[config.mk]
export PLATFORM = sky130hd
export DESIGN_NAME = parking_occupancy_fsm_flat
export DESIGN_NICKNAME = d
export VERILOG_FILES = /design/src/rtl/parking_occupancy_fsm_if.sv /design/src/rtl/parking_occupancy_fsm.sv /design/src/flat_wrapper.sv
export SDC_FILE = /design/constraint.sdc
export NUM_CORES = 1
export LEC_CHECK = 0
export BUFFER_PORTS_ARGS = -buffer_cell sky130_fd_sc_hd__buf_4
export CORE_ASPECT_RATIO = 1.5
export CORE_UTILIZATION = 50
export CTS_CLUSTER_DIAMETER = 100
export DETAILED_ROUTE_END_ITERATION = 8
export GPL_TIMING_DRIVEN = 0
export PLACE_DENSITY_LB_ADDON = 0.1
export SYNTH_ARGS = -nofsm -noshare
export SYNTH_HDL_FRONTEND = slang
export SYNTH_SLANG_ARGS = --single-unit
[constraint.sdc]
create_clock -name clk -period 2.7 [get_ports clk]
set_input_delay 0.54 -clock clk [delete_from_list [all_inputs] [get_ports clk]]
set_output_delay 0.54 -clock clk [all_outputs]
set_load 0.03 [all_outputs]
[src/rtl/parking_occupancy_fsm_if.sv]
// parking_occupancy_fsm_if: sensor inputs and occupancy/gate outputs of the parking controller
interface parking_occupancy_fsm_if;
    logic       enter_sensor;
    logic       exit_sensor;
    logic [3:0] fsm_state;
    logic       full;
    logic       empty;
    logic       gate_open;
    logic       enter_reject;
    logic       exit_error;
    modport master (
        output enter_sensor, exit_sensor,
        input  fsm_state, full, empty, gate_open, enter_reject, exit_error
    );
    modport slave (
        input  enter_sensor, exit_sensor,
        output fsm_state, full, empty, gate_open, enter_reject, exit_error
    );
endinterface

[src/rtl/parking_occupancy_fsm.sv]
// parking_occupancy_fsm: debounced entry/exit counting with saturating occupancy and a timed gate
module parking_occupancy_fsm #(
    parameter int DEBOUNCE_CYCLES = 4,
    parameter int GATE_CYCLES     = 16
) (
    input logic                    clk,
    input logic                    rst_n,
    parking_occupancy_fsm_if.slave bus
);
    typedef enum logic [1:0] {IDLE, OPEN_IN, OPEN_OUT} state_t;
    logic [1:0]  w_raw;
    logic [1:0]  w_evt;
    logic        w_ent;
    logic        w_ext;
    logic        w_inc;
    logic        w_dec;
    logic        w_rej;
    logic        w_err;
    logic [3:0]  w_count_nxt;
    logic [15:0] w_timer_nxt;
    state_t      w_state_nxt;
    state_t      r_state;
    logic [15:0] r_timer;
    logic [3:0]  r_count;
    logic        r_full;
    logic        r_empty;
    logic        r_gate_open;
    logic        r_rej;
    logic        r_err;
    assign w_raw = {bus.exit_sensor, bus.enter_sensor};
    for (genvar i = 0; i < 2; i++) begin : g_deb
        logic       r_s1;
        logic       r_s2;
        logic       r_filt;
        logic       r_filt_d;
        logic [7:0] r_cnt;
        always_ff @(posedge clk or negedge rst_n) begin
            if (!rst_n) begin
                r_s1     <= 1'b0;
                r_s2     <= 1'b0;
                r_filt   <= 1'b0;
                r_filt_d <= 1'b0;
                r_cnt    <= '0;
            end else begin
                r_s1     <= w_raw[i];
                r_s2     <= r_s1;
                r_filt_d <= r_filt;
                if (r_s2 == r_filt) r_cnt <= '0;
                else if (r_cnt == 8'(DEBOUNCE_CYCLES - 1)) begin
                    r_filt <= r_s2;
                    r_cnt  <= '0;
                end else r_cnt <= r_cnt + 8'd1;
            end
        end
        assign w_evt[i] = r_filt & ~r_filt_d;
    end
    assign w_ent       = w_evt[0];
    assign w_ext       = w_evt[1];
    assign w_inc       = w_ent & ~w_ext & (r_count != 4'd15);
    assign w_dec       = w_ext & ~w_ent & (r_count != 4'd0);
    assign w_rej       = w_ent & ~w_ext & (r_count == 4'd15);
    assign w_err       = w_ext & ~w_ent & (r_count == 4'd0);
    assign w_count_nxt = w_inc ? r_count + 4'd1 : w_dec ? r_count - 4'd1 : r_count;
    always_comb begin
        w_state_nxt = r_state;
        w_timer_nxt = '0;
        if (r_state == IDLE) w_state_nxt = (w_inc || (w_ent && w_ext)) ? OPEN_IN : w_dec ? OPEN_OUT : IDLE;
        else if (r_timer == 16'(GATE_CYCLES - 1)) w_state_nxt = IDLE;
        else w_timer_nxt = r_timer + 16'd1;
    end
    always_ff @(posedge clk or negedge rst_n) begin
        if (!rst_n) begin
            r_state     <= IDLE;
            r_timer     <= '0;
            r_count     <= '0;
            r_full      <= 1'b0;
            r_empty     <= 1'b1;
            r_gate_open <= 1'b0;
            r_rej       <= 1'b0;
            r_err       <= 1'b0;
        end else begin
            r_state     <= w_state_nxt;
            r_timer     <= w_timer_nxt;
            r_count     <= w_count_nxt;
            r_full      <= w_count_nxt == 4'd15;
            r_empty     <= w_count_nxt == 4'd0;
            r_gate_open <= w_state_nxt != IDLE;
            r_rej       <= w_rej;
            r_err       <= w_err;
        end
    end
    assign bus.fsm_state    = r_count;
    assign bus.full         = r_full;
    assign bus.empty        = r_empty;
    assign bus.gate_open    = r_gate_open;
    assign bus.enter_reject = r_rej;
    assign bus.exit_error   = r_err;
endmodule

[src/flat_wrapper.sv]
// flat-port wrapper written by rule: the top's interface ports become plain ports
module parking_occupancy_fsm_flat 
#(
    parameter int DEBOUNCE_CYCLES = 4,
    parameter int GATE_CYCLES     = 16
)
  (clk, rst_n, bus_enter_sensor, bus_exit_sensor, bus_fsm_state, bus_full, bus_empty, bus_gate_open, bus_enter_reject, bus_exit_error);
  parking_occupancy_fsm_if bus_i ();
  input logic clk;
  input logic rst_n;
  input wire logic [$bits(bus_i.enter_sensor)-1:0] bus_enter_sensor;
  input wire logic [$bits(bus_i.exit_sensor)-1:0] bus_exit_sensor;
  output wire logic [$bits(bus_i.fsm_state)-1:0] bus_fsm_state;
  output wire logic [$bits(bus_i.full)-1:0] bus_full;
  output wire logic [$bits(bus_i.empty)-1:0] bus_empty;
  output wire logic [$bits(bus_i.gate_open)-1:0] bus_gate_open;
  output wire logic [$bits(bus_i.enter_reject)-1:0] bus_enter_reject;
  output wire logic [$bits(bus_i.exit_error)-1:0] bus_exit_error;
  assign bus_i.enter_sensor = bus_enter_sensor;
  assign bus_i.exit_sensor = bus_exit_sensor;
  assign bus_fsm_state = bus_i.fsm_state;
  assign bus_full = bus_i.full;
  assign bus_empty = bus_i.empty;
  assign bus_gate_open = bus_i.gate_open;
  assign bus_enter_reject = bus_i.enter_reject;
  assign bus_exit_error = bus_i.exit_error;
  parking_occupancy_fsm #(.DEBOUNCE_CYCLES(DEBOUNCE_CYCLES), .GATE_CYCLES(GATE_CYCLES)) u_core (.clk(clk), .rst_n(rst_n), .bus(bus_i));
endmodule
==> run metrics <==
setup TNS 0 ns; syn nets 220; dpl ws 0.7147 ns; Diodes inserted 0; Main synth FF type dfrtp_1; failing checks design-rule violations; PD cells 935.9 nW/um^2; Syn Inst Count 211; Comb power frac 33.8%; Async SR Flop Fraction 100.0%; Rel. slew slack 59.31%; Die Ht 84.59 um; Post-Synthesis Cell Area 2273 sq um; htree depth 2; Power Internal 1.467 mW; die footprint 4826 sq um; Post-CTS Setup Repair Bufs 0; VDD IR max 0.0004624 V; share of cells above drive strength 1 12.12%; Total Wirelength 3832 um; Tot GR Track Use 18.53%; RSZ-0062 raised after global routing no; synthesized flop and latch total 51; CP Data Arrival Time 2.19 ns; Initial Utilization 53.10%; CORE AREA 4282 sq um; setup ws final 0.6944 ns; Net count, final 239; CP endpoint kind flip-flop; Remaining DRCs 2; gr ovfl total 0; static leakage 1.198 nW; post-CTS resize count 0; pin count of the biggest net entering global routing 52; GP Congestion 0.8007; Yosys top cell area share 55.04%; top area cells in the synthesized netlist dfrtp_1 55%, xor2_1 7.7%, nor2_1 6.1%, xnor2_1 3.5%, and3_1 3.3%; Post-synth EDFFs 0; Clk pwr share 19.6%; crit-path max FO 10; Hold/Removal Path Class input pin to asynchronous set/reset pin; final number of setup-violating endpoints 0; NetSw 0.8916 mW; Final Skew 0.01305 ns; Sink Count 51; slowest cell on the critical path dfrtp_1; ANT nets after route 0; Slew @ Worst Pin 0.6104 ns; First-pass DRT Iterations 6; # Max-Cap Violations 0; register area share after synthesis 56.19%; CTS tree built; Vias 1,570; # hold bufs at CTS 0; maximum clock rate 498.6 MHz; post-DP HPWL 2680 um; switch share 37.81%; Die W 57.06 um; sequential share of power 46.5%; critical-path cell list ha_1 > and3_1 > clkbuf_1 > nand4_1 > o21ai_1 > buf_2 > nor2_1; final hold vios 0; Synth-to-Final Area Change 10.84%; first-pass GRT wire length 6934 um; I/O pins 13; IO buf count 12; Synth area leader dfrtp_1; Max stage delay on crit path 0.39 ns; status finished with violations; Root Buffer clkbuf_8; drt wl/cell 13.83 um; Tcrit/Tclk final 74.28%; critical path type flip-flop to flip-flop; YS warnings 0; Cell variety after synth 38; starting DRC count in detailed routing 76; vias in the first global route 1,591; clock-pin transition on the worst setup and hold timing paths 0.10 ns; WP data required 2.89 ns; CTS buffer count 5; Mean Syn Cell Area 10.77 sq um; Vias/cell 5.668; antenna violations before repair 0; Longest Clk Path Bufs 2; crit start category flip-flop; clk_lat worst skew 0.31 ns; post-layout total power 2.358 mW; std cell rows 29; minimum clock period 2.006 ns; Slew Viols, Final 0
path summary, 6_finish.rpt:
kind / startpoint / endpoint / slack (ns) / cells past startpoint
worst max-delay path: u_core.r_timer[0] / u_core.r_timer[12] / 0.69 / 7
worst min-delay path: rst_n / u_core.bus.full / 0.23 / 1
max in group asynchronous: rst_n / u_core.r_timer[4] / 2.05 / 1
worst max register to register: u_core.r_timer[0] / u_core.r_timer[12] / 0.69 / 7
min in group clk: bus_enter_sensor / u_core.g_deb[0].r_s1 / 0.34 / 1
worst min register to register: u_core.g_deb[1].r_s1 / u_core.g_deb[1].r_s2 / 0.36 / 0
power by group through the flow:
stage                     Sequential (mW)  Combinational [mW]  Clock [mW]
after detailed placement             1.11               0.800           0
after global routing                 1.13               0.888       0.511
after CTS                            1.10               0.803       0.477
after global placement               1.10               0.778           0
after floorplan                      1.16               0.507           0
final                                1.10               0.798       0.463
worst max-delay path, delay by kind of cell (launching register included):
kind,cells,cell delay [ns]
AOI/OAI and AO/OA,1,0.32
DFF,1,0.39
buffers and inverters,2,0.52
and+or+nand+nor,3,0.44
adders and majority gates,1,0.22
per-stage QoR:
step	cells	hold slack, ns	instance area, sq um	util, %
finish	277	0.2279	2520	58.85
global route	277	0.2867	2520	58.85
CTS	277	0.2607	2520	58.85
detailed placement	269	0.3378	2421	56.55
global placement	269	0.3321	2421	56.55
floorplan	211	0.2444	2273	-
routing by layer:
metal	routed length, um	GRT usage, %	part of all wire, %
met3	103	4.314	2.7
met4	69	7.761	1.8
met5	0	0	0
met2	1946	31.66	51
met1	1712	22.08	45
registers in the layout (all words and copies together) (netlist names):
name / flops
u_core.g_deb.r_filt: 2
u_core.bus.enter_reject: 1
u_core.r_timer: 16
u_core.bus.exit_error: 1
u_core.bus.empty: 1
u_core.r_state: 2
u_core.g_deb.r_cnt: 16
u_core.g_deb.r_s1: 2
u_core.g_deb.r_filt_d: 2
u_core.g_deb.r_s2: 2
u_core.bus.gate_open: 1
u_core.bus.fsm_state: 4
u_core.bus.full: 1
layout make-up:
| cell class | instances | area (sq um) |
|---|---|---|
| Clock inverter | 2 | 16.27 |
| Multi-Input combinational cell | 151 | 960.9 |
| Buffer | 4 | 16.27 |
| Timing Repair Buffer | 12 | 90.09 |
| Fill cell | 364 | 1762 |
| Tap cell | 46 | 57.56 |
| Clock buffer | 6 | 82.58 |
| Sequential cell | 51 | 1277 |
| Inverter | 5 | 18.77 |
Yosys cell counts, types with 2 or more instances:
master     n
a21oi_1    4
and3_1    12
and3_2     2
clkbuf_1   3
dfrtp_1   50
ha_1       5
inv_1      5
nand2_1    9
nand2b_1   2
nand3_1   14
nand4_1    6
nor2_1    37
nor3_1     5
nor4_1     4
nor4b_1    2
or3_1      2
xnor2_1    9
xor2_1    20
cells by family (layout without fill, tap and decap cells):
family	Yosys count	after routing	share of synthesized area [%]
AOI/OAI and AO/OA	13	13	3.908
xor gates and xnor gates	29	29	11.17
adders and majority gates	5	5	2.752
buffers and inverters	9	29	1.541
DFF	51	51	56.19
muxes	2	2	1.156
and+or+nand+nor	102	102	23.28
cells in the final DEF, fill, tap and decap left out, types with 2 or more instances in the layout:
cell,instances
clkbuf_8,6
dfrtp_1,50
inv_1,5
nand4_1,6
clkbuf_1,3
xnor2_1,9
or3_1,2
nor3_1,5
nand2b_1,2
and3_1,12
nor2_1,37
a21oi_1,4
ha_1,5
and3_2,2
buf_4,12
nor4_1,4
xor2_1,20
nand2_1,9
nand3_1,14
nor4b_1,2
Power figures use the tool's default switching activity.
